===== config.mk =====
export PLATFORM = sky130hd
export DESIGN_NAME = axis_sink
export DESIGN_NICKNAME = d
export VERILOG_FILES = /design/src/rtl/axis_sink.sv
export SDC_FILE = /design/constraint.sdc
export NUM_CORES = 1
export LEC_CHECK = 0
export ABC_AREA = 1
export ABC_CLOCK_PERIOD_IN_PS = 2400
export CORE_ASPECT_RATIO = 1.4
export CORE_MARGIN = 1
export CORE_UTILIZATION = 54
export DETAILED_ROUTE_END_ITERATION = 10
export PLACE_DENSITY = 0.79
export SLEW_MARGIN = 20
export SYNTH_ARGS = -nofsm -noshare
export SYNTH_HDL_FRONTEND = slang
export SYNTH_SLANG_ARGS = --single-unit

===== constraint.sdc =====
create_clock -name clk -period 2.4 [get_ports clk]
set_input_delay 0.6 -clock clk [delete_from_list [all_inputs] [get_ports clk]]
set_output_delay 0.6 -clock clk [all_outputs]
set_load 0.05 [all_outputs]

===== src/rtl/axis_sink.sv =====
// AXI-Stream sink that checks an incrementing data pattern, applies a rotating TREADY
// backpressure mask, and watches for protocol violations and stalls.
module axis_sink #(
  parameter int unsigned DATA_WIDTH = 8,
  parameter int unsigned COUNT      = 32,
  parameter logic [7:0]  READY_MASK = 8'b1111_1111,
  parameter int unsigned TIMEOUT    = 256
) (
  input  logic                             clk,
  input  logic                             rst,
  input  logic                             start,
  output logic                             done,
  output logic                             pass,
  output logic                             data_err,
  output logic                             proto_err,
  output logic                             timeout_err,
  output logic [$clog2(COUNT+1)-1:0]       err_count,
  output logic [$clog2(COUNT+1)-1:0]       first_err_idx,
  output logic [$clog2(COUNT+1)-1:0]       rx_count,
  input  logic                             S_AXIS_TVALID,
  input  logic [DATA_WIDTH-1:0]            S_AXIS_TDATA,
  output logic                             S_AXIS_TREADY
);

  localparam int unsigned CntW   = $clog2(COUNT + 1);
  localparam int unsigned StallW = $clog2(TIMEOUT + 1);

  typedef enum logic [1:0] {StIdle, StRecv, StDone} state_e;

  state_e                state_q, state_d;
  logic                  tready_q, tready_d;
  logic [2:0]            phase_q, phase_d;
  logic [DATA_WIDTH-1:0] expected_q, expected_d;
  logic [CntW-1:0]       rx_count_q, rx_count_d;
  logic [CntW-1:0]       err_count_q, err_count_d;
  logic [CntW-1:0]       first_err_idx_q, first_err_idx_d;
  logic                  data_err_q, data_err_d;
  logic                  proto_err_q, proto_err_d;
  logic                  timeout_err_q, timeout_err_d;
  logic                  done_q, done_d;
  logic                  pass_q, pass_d;
  logic [StallW-1:0]     stall_q, stall_d;
  logic                  pend_q, pend_d;
  logic [DATA_WIDTH-1:0] pend_data_q, pend_data_d;
  logic                  hs;
  logic                  finish;

  assign hs = (state_q == StRecv) && S_AXIS_TVALID && tready_q;

  always_comb begin
    state_d         = state_q;
    tready_d        = tready_q;
    phase_d         = phase_q;
    expected_d      = expected_q;
    rx_count_d      = rx_count_q;
    err_count_d     = err_count_q;
    first_err_idx_d = first_err_idx_q;
    data_err_d      = data_err_q;
    proto_err_d     = proto_err_q;
    timeout_err_d   = timeout_err_q;
    done_d          = 1'b0;
    pass_d          = pass_q;
    stall_d         = stall_q;
    pend_d          = pend_q;
    pend_data_d     = pend_data_q;
    finish          = 1'b0;

    unique case (state_q)
      StIdle: begin
        tready_d = 1'b0;
        if (start) begin
          state_d         = StRecv;
          tready_d        = READY_MASK[0];
          phase_d         = 3'd0;
          expected_d      = '0;
          rx_count_d      = '0;
          err_count_d     = '0;
          first_err_idx_d = '0;
          data_err_d      = 1'b0;
          proto_err_d     = 1'b0;
          timeout_err_d   = 1'b0;
          pass_d          = 1'b0;
          stall_d         = '0;
          pend_d          = 1'b0;
          pend_data_d     = '0;
        end
      end

      StRecv: begin
        // Phase advances every cycle; TREADY for the next cycle comes from the new phase.
        phase_d     = phase_q + 3'd1;
        tready_d    = READY_MASK[phase_d];
        pend_d      = S_AXIS_TVALID & ~tready_q;
        pend_data_d = S_AXIS_TDATA;

        if (pend_q && (!S_AXIS_TVALID || (S_AXIS_TDATA != pend_data_q))) begin
          proto_err_d = 1'b1;
        end

        if (hs) begin
          if (S_AXIS_TDATA != expected_q) begin
            data_err_d  = 1'b1;
            err_count_d = err_count_q + CntW'(1);
            if (!data_err_q) begin
              first_err_idx_d = rx_count_q;
            end
          end
          expected_d = expected_q + DATA_WIDTH'(1);
          rx_count_d = rx_count_q + CntW'(1);
          stall_d    = '0;
          if (rx_count_q == CntW'(COUNT - 1)) begin
            finish = 1'b1;
          end
        end else begin
          stall_d = stall_q + StallW'(1);
          if (stall_q == StallW'(TIMEOUT - 1)) begin
            timeout_err_d = 1'b1;
            finish        = 1'b1;
          end
        end

        if (finish) begin
          tready_d = 1'b0;
          state_d  = StDone;
          done_d   = 1'b1;
          pass_d   = (rx_count_d == CntW'(COUNT)) && !data_err_d && !proto_err_d &&
                     !timeout_err_d;
        end
      end

      StDone: begin
        tready_d = 1'b0;
        state_d  = StIdle;
      end

      default: begin
        tready_d = 1'b0;
        state_d  = StIdle;
      end
    endcase
  end

  always_ff @(posedge clk) begin
    if (rst) begin
      state_q         <= StIdle;
      tready_q        <= 1'b0;
      phase_q         <= 3'd0;
      expected_q      <= '0;
      rx_count_q      <= '0;
      err_count_q     <= '0;
      first_err_idx_q <= '0;
      data_err_q      <= 1'b0;
      proto_err_q     <= 1'b0;
      timeout_err_q   <= 1'b0;
      done_q          <= 1'b0;
      pass_q          <= 1'b0;
      stall_q         <= '0;
      pend_q          <= 1'b0;
      pend_data_q     <= '0;
    end else begin
      state_q         <= state_d;
      tready_q        <= tready_d;
      phase_q         <= phase_d;
      expected_q      <= expected_d;
      rx_count_q      <= rx_count_d;
      err_count_q     <= err_count_d;
      first_err_idx_q <= first_err_idx_d;
      data_err_q      <= data_err_d;
      proto_err_q     <= proto_err_d;
      timeout_err_q   <= timeout_err_d;
      done_q          <= done_d;
      pass_q          <= pass_d;
      stall_q         <= stall_d;
      pend_q          <= pend_d;
      pend_data_q     <= pend_data_d;
    end
  end

  assign done          = done_q;
  assign pass          = pass_q;
  assign data_err      = data_err_q;
  assign proto_err     = proto_err_q;
  assign timeout_err   = timeout_err_q;
  assign err_count     = err_count_q;
  assign first_err_idx = first_err_idx_q;
  assign rx_count      = rx_count_q;
  assign S_AXIS_TREADY = tready_q;

endmodule

==> results.toml <==
[final_layout]
number_of_inserted_diodes = 0
drive_above_1_share_pct = 7.561
layout.nets = 426
fillers = 390
final-instance-count-excl-fill = 472
syn_to_final_growth_pct = 21.88

[setup_path]
critPathKind = "reg -> out"
endpoint_arrival_time_on_the_critical_path_ps = 1670
timing.critical_path.from_type = "flop"
crit_path_max_fanout = 8
critical_path.cell_chain = "clkdlybuf4s50_1"
setup.worst_path.end_class = "output port"
setup.reg_to_reg.worst_slack_ps = 380
worstReg2RegStart = "stall_q[0]$_SDFFE_PP0P_"
worst_path_max_delay_cell = "clkdlybuf4s50_1"
r2r.worst_path.cells = 14
critical_path_required_ps = 1800
timing.critical_path.slowest_cell_delay_ps = 860
count_of_buffer_and_inverter_cells_on_the_critical_path = 1
crit-reg2reg-capture = "pass$_SDFFE_PP0P_"
critical_path.top_delay_family = "buffers and inverters"

[synth]
synth-warning-count = 0
synthSimpleGateAreaFrac_pct = 31.10
synth.top_cell.area_share_pct = 40.63
mappedNetlistNets = 384
yosys.area_share.xor_xnor_pct = 4.102
synth_seq_area_share_pct = 40.62
post_synth_instance_area_sq_um = 2562
syn_area_per_cell_sq_um = 6.982
synth.area.mux_share_pct = 0
synth_top_family_by_area = "simple AND/OR/NAND/NOR gates"
synth_cells = 367
largest_area_contributor_in_the_synthesized_netlist = "dfxtp_1"
synth_seq_cells = 52
yosysUniqueCellTypes = 32
ys_top_cells_by_area = "dfxtp_1 (41%), nand2_1 (13%), inv_1 (6.7%)"
synth_adder_area_share_pct = 2.441
synth_compound_gate_area_share_pct = 12.55

[timing]
worst_pin_slew_ps = 514.8
tcrit_tclk_final_pct = 94.57
final.min_clock_period_ps = 2270
final-setup-viol-count = 0
finalClockSkew_ps = 4.984
grt_setup_unrepaired = "false"
finalMaxSlewViolations = 0
hold_viol = 0
final.setup.tns_ps = 0
relSlewSlack_pct = 65.57
timing.fmax_mhz = 440.6

[grt]
grt.total_usage_pct = 26.94
grt_antenna_before_repair = 0
via_count_of_the_first_global_routing_pass = 2361
grt_pass1_wl_um = 10360
largest_net_degree_at_the_start_of_global_routing = 22
gr-total-overflow = 0

[route]
num_vias = 2481
detail_route.drc_violations = 0
vias_per_cell = 5.256
first_iter_violations = 114
detailedRoute.firstPassIterationCount = 4
postRouteAntennaNets = 0
routed_wl_um = 5988
avgRoutedWirePerCell_um = 12.69

[die]
die_height_um = 83.51
die-width_um = 60.22
design.die.area_sq_um = 5029
floorplan.initialDensity_pct = 56.50
design.portCount = 36
floorplan.core_area_sq_um = 4536
fp-row-count = 29

[job]
drv_cap = 0

[placed_design]
detailedPlacementHpwl_um = 4621
globalplace.congestion = 0.8609
placement.io_buffers = 35
dp.cells = 464

[clock_tree]
h-tree-depth = 2
clock_sinks = 52
clock_latency_at_the_later_pin_of_the_worst_skew_pair_ps = 310
setup_fix_bufs_post_cts = 0
clock_path_buffers = 2
cts_root_buf = "clkbuf_8"
cts_buffers = 5
cts.clk_slew.worst_paths_ps = 90
cts_tree = "built"

[power_and_ir_drop]
peakVddDrop_mv = 0.4068
power_per_cell_area_nw_per_um2 = 532.0
static-leakage-power_nw = 1.189

[min_path]
min_to = "first_err_idx[0]$_SDFFE_PP0P_"
hold_path_startpoint = "first_err_idx[0]$_SDFFE_PP0P_"
hold_path.class = "reg -> reg"
holdPathStages = 2

[run_status]
run_status = "completed"
[cells in the mapped netlist]
cell and instances:
a211oi_1 4, a21oi_1 28, a221oi_1 1, a22oi_1 1, a32o_1 1, buf_1 1, buf_2 2, buf_6 1
clkbuf_1 6, clkinv_1 1, dfxtp_1 52, ha_1 5, inv_1 46, inv_2 3, nand2_1 92, nand2_2 4
nand3_1 29, nand3b_1 1, nand4_1 9, nor2_1 31, nor2_2 2, nor2_4 1, nor3_1 9, nor3_2 1
nor3b_1 3, o21ai_0 12, o21ai_1 2, o21bai_1 1, o22ai_1 2, o32ai_1 4, xnor2_1 9, xor2_1 3
[registers in the layout, indices dropped and copies added (netlist names)]
name	flops
pass	1
pend_data_q	8
proto_err	1
timeout_err	1
rx_count	6
done	1
err_count	6
state_q	2
expected_q	8
data_err	1
stall_q	9
first_err_idx	6
pend_q	1
S_AXIS_TREADY	1
[how the worst max path moves through the flow]
| stage | startpoint | end | slack (ps) | cells after the start |
|---|---|---|---|---|
| 2_1_floorplan | stall_q[0]$_SDFFE_PP0P_ | pass$_SDFFE_PP0P_ | 650 | 14 |
| 3_3_place_gp | start | err_count[3]$_SDFFE_PP0P_ | 170 | 11 |
| 3_5_place_dp | S_AXIS_TDATA[5] | err_count[3]$_SDFFE_PP0P_ | 130 | 11 |
| 4_1_cts | rx_count[2]$_SDFFE_PP0P_ | rx_count[2] | 120 | 1 |
| 5_1_grt | rx_count[2]$_SDFFE_PP0P_ | rx_count[2] | 50 | 1 |
| 6_report | rx_count[2]$_SDFFE_PP0P_ | rx_count[2] | 130 | 1 |
[area by class of cell]
type	count	area (sq um)	area share, %
Tap cell	62	77.57	2.484
Clock buffer	6	82.58	2.644
Sequential cell	52	1041	33.33
Multi-Input combinational cell	255	1294	41.43
Timing Repair Buffer	45	425.4	13.62
Clock inverter	2	15.01	0.4808
Inverter	50	187.7	6.010
[per-layer routing]
| metal | vias to the layer above | global-route usage [%] | share of wire [%] |
|---|---|---|---|
| li1 | 1269 | - | - |
| met1 | 1129 | 30.56 | 40 |
| met2 | 65 | 46.85 | 52 |
| met3 | 18 | 5.736 | 4.8 |
| met4 | 0 | 10.78 | 2.9 |
| met5 | - | 0 | 0 |
[cells in the final DEF (no fill, tap or decap), types with 6 or more instances in the layout]
| cell type | netlist | final |
|---|---|---|
| dfxtp_1 | 52 | 52 |
| nor3_1 | 9 | 8 |
| inv_1 | 46 | 46 |
| nand4_1 | 9 | 9 |
| nand2_1 | 92 | 92 |
| nor2_1 | 31 | 31 |
| clkdlybuf4s50_1 | 0 | 35 |
| buf_4 | 0 | 10 |
| xnor2_1 | 9 | 9 |
| nand3_1 | 29 | 29 |
| o21ai_0 | 12 | 12 |
| clkbuf_8 | 0 | 6 |
| a21oi_1 | 28 | 28 |
[where the power goes]
group | switching [W] | leakage (nW) | internal (W)
clock network | 0.000299 | 0.0434 | 0.000234
logic | 0.000155 | 0.724 | 0.0000781
registers | 0.0000147 | 0.421 | 0.000881
total | 0.000468 | 1.19 | 0.00119
[kinds of logic after synthesis]
family / after synthesis
xor gates and xnor gates: 12
AOI/OAI and AO/OA: 56
buffers and inverters: 60
adders and majority gates: 5
DFF: 52
and+or+nand+nor: 182
[through the flow]
stage	setup slack (ps)	instance area (sq um)	power [W]	hold WS, ps	util [%]
4_1_cts	122.3	3115	0.001665	468.6	68.69
5_1_grt	50.80	3123	0.001728	489.9	68.86
3_5_place_dp	131.7	3018	0.001148	454.3	66.54
6_report	130.2	3123	0.001661	467.8	68.86
2_1_floorplan	652.1	2562	0.001067	441.1	-
3_3_place_gp	173.3	3018	0.001142	449.9	66.54
[repair_timing]
action,4_1_cts,5_1_grt
hold buffers,0,0
setup endpoints to repair,0,1
gates resized for setup,0,2
Note: power is estimated with default switching activity, not from simulation.
